[config.mk]
export PLATFORM = sky130hd
export DESIGN_NAME = pipe_buffer
export DESIGN_NICKNAME = d
export VERILOG_FILES = /design/src/rtl/pipe_buffer_pkg.sv /design/src/rtl/pipe_buffer.sv
export SDC_FILE = /design/constraint.sdc
export NUM_CORES = 1
export LEC_CHECK = 0
export BUFFER_PORTS_ARGS = -buffer_cell sky130_fd_sc_hd__buf_4
export CAP_MARGIN = 20
export CORE_MARGIN = 5
export CORE_UTILIZATION = 46
export CTS_CLUSTER_SIZE = 14
export DETAILED_ROUTE_END_ITERATION = 6
export GPL_ROUTABILITY_DRIVEN = 0
export GPL_TIMING_DRIVEN = 0
export PLACE_DENSITY = 0.71
export SLEW_MARGIN = 10
export SYNTH_ARGS = -nofsm -noshare
export SYNTH_HDL_FRONTEND = slang
export SYNTH_SLANG_ARGS = --single-unit
export TNS_END_PERCENT = 30
[constraint.sdc]
create_clock -name clk -period 13.4 [get_ports clk]
set_clock_uncertainty 0.05 [all_clocks]
set_input_delay 1.34 -clock clk [delete_from_list [all_inputs] [get_ports clk]]
set_output_delay 1.34 -clock clk [all_outputs]
set_load 0.05 [all_outputs]
[src/rtl/pipe_buffer_pkg.sv]
// Core-wide shared definitions for the pipeline buffers between core stages.
package C;
   localparam int PIPE_DEPTH = 2;
endpackage

[src/rtl/pipe_buffer.sv]
// Elastic pipeline buffer: circular storage with optional empty fall-through,
// synchronous flush for redirects and a saturating upstream stall counter.
module pipe_buffer
   import C::*;
#(
   parameter type T           = logic [63:0],
   parameter int  DEPTH       = PIPE_DEPTH,
   parameter bit  FALLTHROUGH = 1'b0,
   parameter int  CNT_W       = 32
)(
   input  logic                         clk,
   input  logic                         rst,
   input  logic                         flush_i,
   input  T                             in_i,
   input  logic                         in_i_valid,
   output logic                         in_i_ready,
   output T                             out_o,
   output logic                         out_o_valid,
   input  logic                         out_o_ready,
   output logic [$clog2(DEPTH+1)-1:0]   count_o,
   output logic [CNT_W-1:0]             stall_cnt_o
);
   localparam int CW = $clog2(DEPTH + 1);
   localparam int PW = (DEPTH > 1) ? $clog2(DEPTH) : 1;

   T                mem [DEPTH];
   logic [PW-1:0]   rd_reg, wr_reg;
   logic [CW-1:0]   count_reg;
   logic [CNT_W-1:0] stall_reg;

   logic empty, push, pop, bypass, store, pop_mem;

   // Wrap by compare so non-power-of-two depths work.
   function automatic logic [PW-1:0] next_ptr(input logic [PW-1:0] p);
      return (p == PW'(DEPTH - 1)) ? '0 : p + 1'b1;
   endfunction

   assign empty       = (count_reg == '0);
   assign in_i_ready  = (count_reg != CW'(DEPTH));
   assign count_o     = count_reg;
   assign stall_cnt_o = stall_reg;

   always_comb begin
      out_o       = mem[rd_reg];
      out_o_valid = !empty;
      if (FALLTHROUGH && empty) begin
         out_o       = in_i;
         out_o_valid = in_i_valid && !flush_i;
      end
   end

   assign push    = in_i_valid && in_i_ready && !flush_i;
   assign pop     = out_o_valid && out_o_ready;
   // An item that passes straight through an empty buffer is never stored.
   assign bypass  = FALLTHROUGH && empty && push && pop;
   assign store   = push && !bypass;
   assign pop_mem = pop && !empty;

   always_ff @(posedge clk) begin
      if (store && !rst) begin
         mem[wr_reg] <= in_i;
      end
   end

   always_ff @(posedge clk) begin
      if (rst) begin
         rd_reg    <= '0;
         wr_reg    <= '0;
         count_reg <= '0;
         stall_reg <= '0;
      end else begin
         if (in_i_valid && !in_i_ready && (stall_reg != {CNT_W{1'b1}})) begin
            stall_reg <= stall_reg + 1'b1;
         end
         if (flush_i) begin
            rd_reg    <= '0;
            wr_reg    <= '0;
            count_reg <= '0;
         end else begin
            if (store)   wr_reg <= next_ptr(wr_reg);
            if (pop_mem) rd_reg <= next_ptr(rd_reg);
            count_reg <= count_reg + CW'(store) - CW'(pop_mem);
         end
      end
   end
endmodule

==> flow_summary_export.csv <==
group,metric,value,unit
outcome,outcome,"finished clean",
timing,setup_viol,0,
critical_path,setup.worst_path.end_class,"output port",
clock_network,clk_pin_slew,60,ps
placed_design,dp_hpwl,11.0,mm
timing,setup_slack,9700,ps
critical_path,critPathKind,"reg2out",
floorplanning,dieArea,16600,um2
pwr,power_density,129,nW/um2
clock_network,postCtsSetupBuffers,0,
drt,wl_met3,1.20,mm
synthesis,synth_edf_count,128,
synthesis,ys.flop_type,"edfxtp_1",
floorplanning,rows,43,
synthesis,synthArstFlopShare,0,%
placed_design,post_dp_cell_area,8150,um2
global_routing,gr-usage-all-layers,18.6,%
clock_network,cts_resized,0,
clock_network,cts.sinks,165,
clock_network,cts-buffers-inserted,17,
floorplanning,core-area,13900,um2
drt,vias_per_cell,5.31,
timing,setup_tns,0,ps
cells_and_area,mostFrequentLayoutCells,"buf_4, edfxtp_1, mux2_2, dfxtp_1, a21oi_1",
synthesis,syn_avg_cell_area,15.2,um2
drt,routed-via-count,4389,
timing,maxSlewHeadroom,59.9,%
floorplanning,die_h,129,um
clock_network,insertion_delay,420,ps
global_routing,gr-total-overflow,0,
critical_path,critPathMaxFanout,10,
timing,min_period,3700,ps
synthesis,netlist_area,6500,um2
timing,finalCritPeriodShare,27.6,%
drt,drt-initial-drc-count,252,
drt,wl,14.9,mm
clock_network,postCtsHoldBufs,0,
drt,firstDrtPassIters,5,
global_routing,grt_max_degree,17,
cells_and_area,largest_reg_flops,128,
cells_and_area,fin_util,63.0,%
synthesis,yosys_warnings,0,
floorplanning,die_w,129,um
cells_and_area,nets,705,
global_routing,grt_pass1_vias,4662,
cells_and_area,final_common_cell,"buf_4",
placed_design,portBuffers,167,
run,drv_cap,0,
timing,rsz0062_at_grt,"no",
cells_and_area,diodes,0,
synthesis,synth_cells,427,
drt,drc,0,
timing,fmax,270,MHz
cells_and_area,fillCellCount,1072,
clock_network,clk_path_buf_depth,2,
pwr,leakage,3.19,nW
clock_network,cts_tree,"yes",
critical_path,cp_data_required_time,12010,ps
timing,drv_slew,0,
clock_network,clock-root-buffer,"clkbuf_16",
critical_path,cp.arrival,2310,ps
clock_network,htree_num_levels,4,
pwr,ir_drop,0.0786,mV
floorplanning,ios,169,
cells_and_area,design_area,8740,um2
global_routing,grt_pass1_wl,23.9,mm
placed_design,place_ws,9800,ps
drt,wl_met1,6.07,mm
timing,worst_pin_slew,597,ps
synthesis,syn_nets,499,
timing,finalHoldViolCount,0,
drt,post_drt_wl_per_cell,18.1,um
synthesis,synth_seq_cells,165,
floorplanning,initial_core_util,46.9,%
cells_and_area,drive_gt1_share,45.7,%
synthesis,ys_types,42,
pwr,total_power,1.12,mW
drt,routed-wl-met2,7.42,mm
global_routing,antenna_found_initial,0,
worst_hold_path,hp-class,"reg2reg",
cells_and_area,top_register,"mem",
drt,dr.max_layer_used,"met4",
drt,postRouteAntennaNets,0,
critical_path,worstSetupStartpointType,"register",
synthesis,yosysSeqAreaShare,70.5,%
cells_and_area,areaGrowthSynthToFinish,34.3,%
==> critical path, stage by stage (launching register included) <==
cell and delay (ps):
dfxtp_1 300, clkbuf_1 460, clkbuf_1 520, mux2_2 420, buf_4 190
==> cells by family (layout without fill, tap and decap cells) <==
| kind of cell | Yosys count | in the layout | share of synthesized area (%) |
|---|---|---|---|
| and+or+nand+nor | 109 | 109 | 10.2 |
| xor gates and xnor gates | 8 | 8 | 1.08 |
| DFF | 165 | 165 | 70.5 |
| muxes | 65 | 65 | 11.3 |
| adders and majority gates | 3 | 3 | 0.577 |
| AOI/OAI and AO/OA | 57 | 57 | 5.04 |
| buffers and inverters | 20 | 239 | 1.40 |
==> cells in the mapped netlist, types with 3 or more instances <==
cell	instances	area [um2]
or3_1	17	106
o21ai_0	16	80.1
xor2_1	4	35.0
o31ai_1	7	52.6
ha_1	3	37.5
dfxtp_1	37	741
nand2b_1	4	25.0
clkbuf_1	13	48.8
and3_1	3	18.8
a21oi_1	28	140
nor2_1	13	48.8
xnor2_1	4	35.0
or4_1	8	60.1
inv_1	4	15.0
nor4_1	3	18.8
edfxtp_1	128	3840
nand3_1	15	75.1
mux2_2	65	732
nand4_1	10	62.6
nand2_1	13	48.8
nor3_1	5	25.0
==> power by group <==
group	leakage, nW	internal (mW)	switching (mW)
Sequential	1.46	0.560	0.00213
Combinational	1.46	0.0316	0.0476
Clock	0.276	0.292	0.190
==> metal layers <==
metal | global-route usage [%] | vias up
met2 | 30.4 | 161
met1 | 23.2 | 2141
met4 | 8.46 | 0
met5 | 0 | -
met3 | 4.86 | 19
li1 | - | 2068
==> worst paths after layout <==
path                                      from                           end  slack [ps]  depth (start not counted)
setup / recovery                      register                     out_o[53]        9700                          4
setup reg to reg         count_o[0]$_SDFF_PP0_          mem[1][15]$_DFFE_PP_       10960                          8
hold reg to reg   stall_cnt_o[26]$_SDFFE_PP0P_  stall_cnt_o[26]$_SDFFE_PP0P_         470                          2
hold / removal    stall_cnt_o[26]$_SDFFE_PP0P_  stall_cnt_o[26]$_SDFFE_PP0P_         470                          2
==> cell type report <==
cell class,instances,area [um2],share of cell area [%]
Clock buffer,19,433,4.95
Timing Repair Buffer,187,1400,16.1
Sequential cell,165,4580,52.5
Buffer,16,76.3,0.873
Inverter,4,15.0,0.172
Multi-Input combinational cell,242,1840,21.1
Clock inverter,13,159,1.82
Tap cell,180,225,2.58
==> through the flow <==
step / cells / hold slack, ps
final: 826 / 474
after global routing: 826 / 503
after CTS: 826 / 472
after detailed placement: 794 / 459
after global placement: 774 / 440
after floorplan: 427 / 470
Note: power is estimated with default switching activity, not from simulation.
